--- src/rtl/seq_detector_param.sv ---
// seq_detector_param
// Programmable serial bit-pattern detector. A pattern of 1..PAT_W bits is
// loaded at runtime and compared against the most recent qualified serial
// bits. Overlapping or non-overlapping detection is selectable, and a
// saturating counter tallies the matches.
//
// Ports
//   i_clk          rising-edge clock
//   i_rst_n        asynchronous reset, active-low
//   i_cfg_load     load pattern/length/overlap this cycle (drops din)
//   i_cfg_pattern  pattern; bit [len-1] is received first, bit [0] last
//   i_cfg_len      pattern length (0 disables, >PAT_W clamps to PAT_W)
//   i_cfg_overlap  1 = overlapping matches, 0 = non-overlapping
//   i_din_valid    qualifies i_din
//   i_din          serial data bit
//   i_cnt_clr      synchronous clear of the match counter
//   o_match        one-cycle registered pulse per detected pattern
//   o_match_cnt    saturating match count
module seq_detector_param #(
  parameter int              PAT_W   = 8,
  parameter int              LEN_W   = 4,
  parameter int              CNT_W   = 8,
  parameter logic [PAT_W-1:0] RST_PAT = {{(PAT_W-3){1'b0}}, 3'b101},
  parameter int              RST_LEN = 3,
  parameter bit              RST_OVL = 1'b1
) (
  input  logic             i_clk,
  input  logic             i_rst_n,
  input  logic             i_cfg_load,
  input  logic [PAT_W-1:0] i_cfg_pattern,
  input  logic [LEN_W-1:0] i_cfg_len,
  input  logic             i_cfg_overlap,
  input  logic             i_din_valid,
  input  logic             i_din,
  input  logic             i_cnt_clr,
  output logic             o_match,
  output logic [CNT_W-1:0] o_match_cnt
);

  typedef enum logic {
    S_RUN = 1'b0,
    S_CFG = 1'b1
  } state_t;

  state_t           r_state;
  state_t           w_state_next;

  logic [PAT_W-1:0] r_hist, w_hist_next;
  logic [PAT_W-1:0] r_pat, w_pat_next;
  logic [LEN_W-1:0] r_len, w_len_next;
  logic [LEN_W-1:0] r_fill, w_fill_next;
  logic             r_ovl, w_ovl_next;
  logic             r_match, w_match_next;
  logic [CNT_W-1:0] r_cnt, w_cnt_next;

  logic [PAT_W-1:0] w_nh;
  logic [PAT_W-1:0] w_mask;
  logic [LEN_W-1:0] w_len_clamp;
  logic [LEN_W-1:0] w_fill_inc;
  logic             w_fill_ok;
  logic             w_hit;

  // Newest bit enters at hist[0]; the pattern's last bit is pattern[0].
  assign w_nh = {r_hist[PAT_W-2:0], i_din};

  // Mask keeps only the low r_len bits so one comparator serves all lengths.
  for (genvar gi = 0; gi < PAT_W; gi++) begin : g_mask
    assign w_mask[gi] = (32'(r_len) > gi);
  end

  assign w_len_clamp = (i_cfg_len > LEN_W'(PAT_W)) ? LEN_W'(PAT_W) : i_cfg_len;
  assign w_fill_inc  = (r_fill == LEN_W'(PAT_W)) ? r_fill : r_fill + 1'b1;

  // Enough fresh bits once this one is included: fill+1 >= len.
  assign w_fill_ok = ({1'b0, r_fill} + {{LEN_W{1'b0}}, 1'b1}) >= {1'b0, r_len};

  assign w_hit = i_din_valid && !i_cfg_load && (r_len != '0) && w_fill_ok &&
                 ((w_nh & w_mask) == (r_pat & w_mask));

  always_comb begin
    w_state_next = S_RUN;
    w_hist_next  = r_hist;
    w_pat_next   = r_pat;
    w_len_next   = r_len;
    w_fill_next  = r_fill;
    w_ovl_next   = r_ovl;
    w_match_next = 1'b0;
    w_cnt_next   = r_cnt;

    if (i_cfg_load) begin
      w_state_next = S_CFG;
      w_pat_next   = i_cfg_pattern;
      w_len_next   = w_len_clamp;
      w_ovl_next   = i_cfg_overlap;
      w_hist_next  = '0;
      w_fill_next  = '0;
    end else if (i_din_valid) begin
      w_hist_next  = w_nh;
      w_match_next = w_hit;
      // Non-overlapping: restart the fill so matched bits are not reused.
      w_fill_next  = (!r_ovl && w_hit) ? '0 : w_fill_inc;
    end

    // Clear beats a simultaneous hit; the match pulse is unaffected.
    if (i_cnt_clr) begin
      w_cnt_next = '0;
    end else if (w_hit && (r_cnt != {CNT_W{1'b1}})) begin
      w_cnt_next = r_cnt + 1'b1;
    end
  end

  always_ff @(posedge i_clk or negedge i_rst_n) begin
    if (!i_rst_n) begin
      r_state <= S_RUN;
      r_hist  <= '0;
      r_pat   <= RST_PAT;
      r_len   <= LEN_W'(RST_LEN);
      r_fill  <= '0;
      r_ovl   <= RST_OVL;
      r_match <= 1'b0;
      r_cnt   <= '0;
    end else begin
      r_state <= w_state_next;
      r_hist  <= w_hist_next;
      r_pat   <= w_pat_next;
      r_len   <= w_len_next;
      r_fill  <= w_fill_next;
      r_ovl   <= w_ovl_next;
      r_match <= w_match_next;
      r_cnt   <= w_cnt_next;
    end
  end

  // The configuration cycle never reports a match.
  assign o_match     = r_match && (r_state == S_RUN);
  assign o_match_cnt = r_cnt;

endmodule
--- config.mk ---
export PLATFORM = sky130hd
export DESIGN_NAME = seq_detector_param
export DESIGN_NICKNAME = d
export VERILOG_FILES = /design/src/rtl/seq_detector_param.sv
export SDC_FILE = /design/constraint.sdc
export NUM_CORES = 1
export LEC_CHECK = 0
export ABC_CLOCK_PERIOD_IN_PS = 4700
export BUFFER_PORTS_ARGS = -buffer_cell sky130_fd_sc_hd__buf_4
export CAP_MARGIN = 10
export CORE_MARGIN = 5
export CORE_UTILIZATION = 50
export CTS_CLUSTER_SIZE = 10
export DETAILED_ROUTE_END_ITERATION = 10
export GPL_ROUTABILITY_DRIVEN = 0
export PLACE_DENSITY = 0.76
export SLEW_MARGIN = 10
export SYNTH_ARGS = -nofsm -noshare
export SYNTH_HDL_FRONTEND = slang
export SYNTH_SLANG_ARGS = --single-unit
--- constraint.sdc ---
create_clock -name i_clk -period 4.7 [get_ports i_clk]
set_clock_uncertainty 0.1 [all_clocks]
set_input_delay 0.705 -clock i_clk [delete_from_list [all_inputs] [get_ports i_clk]]
set_output_delay 0.705 -clock i_clk [all_outputs]
set_load 0.02 [all_outputs]
Yosys cells after proc, flatten, opt, wreduce, memory -nomap -nowiden
Index checks and enable logic that the tools add are counted.

Register bits after elaboration: 34. Bits in latches: 0. Bits in writable memories: 0. Bits in read-only memories: 0. Output and inout port bits: 9. Logic and storage cells: 53. Memories: 0.

Add/subtract/negate cells: 3. $mul: 0. Div/mod/pow operators: 0. Order comparisons: 10. Eq/ne operators: 4. Shift operators: 0. Mux-type cells: 12. Bitwise gates (word level): 3. Reductions and logical operators: 13.

Operators with widths (number): $mux 4 (5); $and 8x8->8 (2); $gt 4x3->1 const B (4); $mux 8 (2); $mux 7 (2); $add 8x1->8 const B (1); $eq 8x8->1 (1); $gt 4x1->1 const B (2); $gt 4x2->1 const B (2); $ne 8x8->1 const B (1); $logic_and 1x1->1 (7); $add 4x1->5 const B (1); $ge 5x4->1 (1); $add 4x1->4 const B (1); $eq 4x4->1 const B (1); $gt 4x4->1 const B (1); $reduce_bool 2->1 (2); $reduce_bool 4->1 (1); $mux 1 (3); $ne 3x2->1 const B (1); $logic_not 1->1 (2); $reduce_and 2->1 (1); $not 1->1 (1).

Longest topological paths before layout
Depth in word-level cells: 9. Gate-level depth with buffers: 8. Depth with buffers taken out: 8.

Worst setup path before layout
Ideal clock, no wire load.

Path kind: input-to-reg. From: input i_cfg_load. To: register r_cnt[3] (netlist: o_match_cnt[3]). Setup time: 78 ps. Data arrival time: 2659 ps. Setup slack: 1863 ps. Cell stages on the path: 8. Path buffers: 2. Cell sequence: buf_2 > inv_1 > o2111ai_1 > or4_1 > buf_2 > or3_4 > or4_1 > a21oi_1.

Word-level cells in the longest chain between the ends: 7.

RTL lines: from (decl) (RTL line 29) `input logic i_cfg_load,`; $logic_not 1->1 (RTL line 77) `assign w_hit = i_din_valid && !i_cfg_load && (r_len != '0) && w_fill_ok &&`; $logic_and 1x1->1 (4 in a row) (RTL line 77); $logic_and 1x1->1 (RTL line 107) `end else if (w_hit && (r_cnt != {CNT_W{1'b1}})) begin`; $reduce_bool 2->1 (no line); to (signal assigned) (RTL line 130) `r_cnt <= w_cnt_next;`; to (decl) (RTL line 54) `logic [CNT_W-1:0] r_cnt, w_cnt_next;`.

No other way between the ends. A chain may end at the register's enable or synchronous reset.

Worst setup path in the final report
From: register r_fill[0]. To: register r_cnt[3] (netlist: o_match_cnt[3]).

Word-level cells in the longest chain between the ends: 6.

RTL lines: from (decl) (RTL line 51) `logic [LEN_W-1:0] r_fill, w_fill_next;`; from (signal assigned) (RTL line 127) `r_fill <= w_fill_next;`; $add 4x1->5 (RTL line 75) `assign w_fill_ok = ({1'b0, r_fill} + {{LEN_W{1'b0}}, 1'b1}) >= {1'b0, r_len};`; $ge 5x4->1 (RTL line 75); $logic_and 1x1->1 (2 in a row) (RTL line 77); $logic_and 1x1->1 (RTL line 107); $reduce_bool 2->1 (no line).

No other way between the ends.

==> flow_summary.json <==
{
  "outcome": "complete, no violations",
  "ys_types": 38,
  "relSlewSlack": 0.568,
  "ant_nets": 0,
  "slew_viol_final": 0,
  "root_buffer": "clkbuf_4",
  "synthSimpleGateAreaFrac": 0.164,
  "drive_gt1_frac": 0.264,
  "drt_iter0_drc": 73,
  "synth_top_family_by_area": "simple AND/OR/NAND/NOR gates",
  "cts_htree_levels": 2,
  "worstPathArrival_ns": 2.87,
  "dp_hpwl_mm": 2.54,
  "synth_top_area_frac": 0.406,
  "cts_tree": "done",
  "synthTopCellsByArea": "dfrtp_1, dfstp_2, mux2_2",
  "layout_min_cycle_time_ns": 2.69,
  "synth_top_cell_by_area": "dfrtp_1",
  "cts_setup_buffers": 0,
  "avgSynthCellArea_um2": 10.4,
  "rrSetupSlack_ns": 2.01,
  "grt_pass1_vias": 1348,
  "crit_required_ns": 4.88,
  "synthMuxAreaShare": 0.114,
  "wirelength_mm": 3.45,
  "layout.nets": 226,
  "fp.coreArea_mm2": 0.00339,
  "hold_buffers": 0,
  "post_cts_resized": 0,
  "cts_made_buffers": 5,
  "critPathMaxFanout": 6,
  "cp_num_buf_inv": 0,
  "cts.sinks": 34,
  "worst_path_largest_cell_delay_ns": 0.47,
  "rr_endpoint": "o_match_cnt[3]",
  "fillers": 285,
  "timing.fmax_mhz": 371,
  "die_x_um": 69.8,
  "grt_pass1_wl_mm": 6.04,
  "hp-class": "input pin to async pin",
  "clk_pin_slew_ns": 0.10,
  "synth.yosys.warnings": 0,
  "vdd_drop_max_mv": 0.211,
  "grt_overflow": 0,
  "worstSetupPathType": "flip-flop to flip-flop",
  "netlist_top_cells_count": "dfrtp_1, nor2_1, mux2_2, nand2_1, xnor2_1",
  "synth-adder-area-share": 0.0490,
  "worst_pin_slew_ns": 0.642,
  "die_h_um": 69.8,
  "path_cells": "ha_1 > xor2_1 > ha_1 > o21ai_0 > o21a_1 > or3_4 > or4_1 > a21oi_1",
  "crit_family": "simple AND/OR/NAND/NOR gates",
  "die_area_mm2": 0.00487,
  "synthFlopType": "dfrtp_1",
  "synth_compound_area_frac": 0.0994,
  "synthToLayoutAreaGrowth_pct": 17.6,
  "syn_area_mm2": 0.00179,
  "pre_cts_ws_ns": 1.69,
  "slowest_stage": "or4_1",
  "synthArstFlopShare": 1.00,
  "numPortBuffers": 27,
  "dpl-instance-area_mm2": 0.00202,
  "yosysMostFrequentCell": "dfrtp_1",
  "endpoint_kind": "flip-flop",
  "hold_viol": 0,
  "synthXorXnorAreaFrac": 0.0588,
  "power_density_mw_per_mm2": 288,
  "finalCritPeriodShare": 0.573,
  "post-route-drc-count": 0,
  "leakage_uw": 0.000946,
  "initial_core_util": 0.527,
  "clk_latency_ns": 0.34,
  "yosysSeqAreaShare": 0.480,
  "n_antenna_cell": 0,
  "worstReg2RegStart": "r_fill[0]",
  "worst_slack_ns": 2.01,
  "fp-row-count": 21,
  "route.vias.total": 1351,
  "stdcell_area_mm2": 0.00210,
  "clock_path_buffers": 2,
  "wl_per_cell_um": 14.0,
  "maxCapViolCount": 0,
  "setup_viol": 0,
  "antenna_found_initial": 0,
  "vias_per_cell": 5.47,
  "synthesis.instances": 172,
  "grt_start_max_net_pins": 35,
  "grt_use_total": 0.154,
  "drtPass1Iterations": 4,
  "synth-edff-count": 0,
  "syn_nets": 198,
  "pin_count": 28,
  "rsz0062_at_grt": "false",
  "finalSetupTns_ns": 0,
  "synth-seq-cells": 34,
  "cp-start-kind": "flip-flop",
  "rr_worst_depth": 8,
  "cpMostUsedCell": "ha_1",
  "multi_input_area_um2": 867,
  "seq_area_um2": 857
}
[registers in the layout, summed over array words and instances, names as in the netlist]
signal,cells
r_match,1
r_len,4
r_state,1
r_hist,7
r_pat,8
o_match_cnt,8
r_fill,4
r_ovl,1
[worst register-to-register path, delay by kind of cell (launching register included)]
| kind | cells | cell delay [ns] |
|---|---|---|
| XOR/XNOR | 1 | 0.16 |
| flip-flops | 1 | 0.43 |
| adder cells (fa/ha/maj) | 2 | 0.55 |
| AO/OA/AOI/OAI | 3 | 0.49 |
| AND/OR/NAND/NOR | 2 | 0.90 |
[layout make-up]
| type | instances | share of cell area |
|---|---|---|
| Sequential cell | 34 | 0.408 |
| Tap cell | 46 | 0.0274 |
| Clock buffer | 8 | 0.0375 |
| Inverter | 10 | 0.0179 |
| Timing Repair Buffer | 27 | 0.0965 |
| Multi-Input combinational cell | 122 | 0.413 |
[per-layer routing]
metal  global-route usage  share of wire
met4               0.0574          0.015
met5                    0              0
met1                0.191           0.46
met2                0.246           0.48
met3               0.0551          0.045
[logic make-up (layout without fill, tap and decap cells)]
| group | Yosys count | count (layout) |
|---|---|---|
| compound gates | 30 | 30 |
| xor+xnor | 12 | 12 |
| fa+ha+maj | 7 | 7 |
| buf+inv | 16 | 45 |
| flops | 34 | 34 |
| mux | 19 | 19 |
| simple gates | 54 | 54 |
[stage by stage]
stage	std cells	util	power, uW	hold WS (ns)
floorplan	172	-	379	0.309
global placement	239	0.597	407	0.408
detailed placement	239	0.597	411	0.415
CTS	247	0.620	609	0.200
global route	247	0.620	633	0.212
finish	247	0.620	605	0.180
[power by group]
group	internal [uW]	switching [uW]
registers	309	12.9
logic	40.3	42.4
clock network	102	97.5
total	452	153
[worst max-delay path by stage]
stage | startpoint | to | slack [ns] | cells past startpoint
finish | r_fill[0] | o_match_cnt[3] | 2.01 | 8
global route | r_pat[0] | o_match_cnt[3] | 1.89 | 6
CTS | r_fill[0] | o_match_cnt[3] | 2.01 | 8
detailed placement | i_cfg_load | o_match_cnt[3] | 1.69 | 7
global placement | i_cfg_load | o_match_cnt[3] | 1.74 | 7
floorplan | i_cfg_load | o_match_cnt[3] | 1.86 | 8
[cell usage in the layout, fill, tap and decap left out, types with 2 or more instances in the layout]
| cell type | netlist | routed |
|---|---|---|
| dfrtp_1 | 29 | 29 |
| buf_4 | 0 | 27 |
| nor2_1 | 12 | 12 |
| xnor2_1 | 11 | 11 |
| nand2_1 | 11 | 11 |
| mux2_2 | 11 | 11 |
| inv_1 | 10 | 10 |
| a21oi_1 | 10 | 10 |
| o21ai_0 | 8 | 8 |
| mux2i_1 | 8 | 8 |
| ha_1 | 7 | 7 |
| nand3_1 | 5 | 5 |
| clkbuf_4 | 0 | 5 |
| dfstp_2 | 5 | 5 |
| nand3b_1 | 4 | 4 |
| nor2b_1 | 3 | 3 |
| o22ai_1 | 3 | 3 |
| nor4_1 | 3 | 3 |
| o31ai_1 | 3 | 3 |
| clkbuf_8 | 0 | 3 |
| nor3_1 | 2 | 2 |
| or4_1 | 2 | 2 |
| nand2b_1 | 2 | 2 |
| and4_1 | 2 | 2 |
| or3_1 | 2 | 2 |
Note: power is estimated with default switching activity, not from simulation.
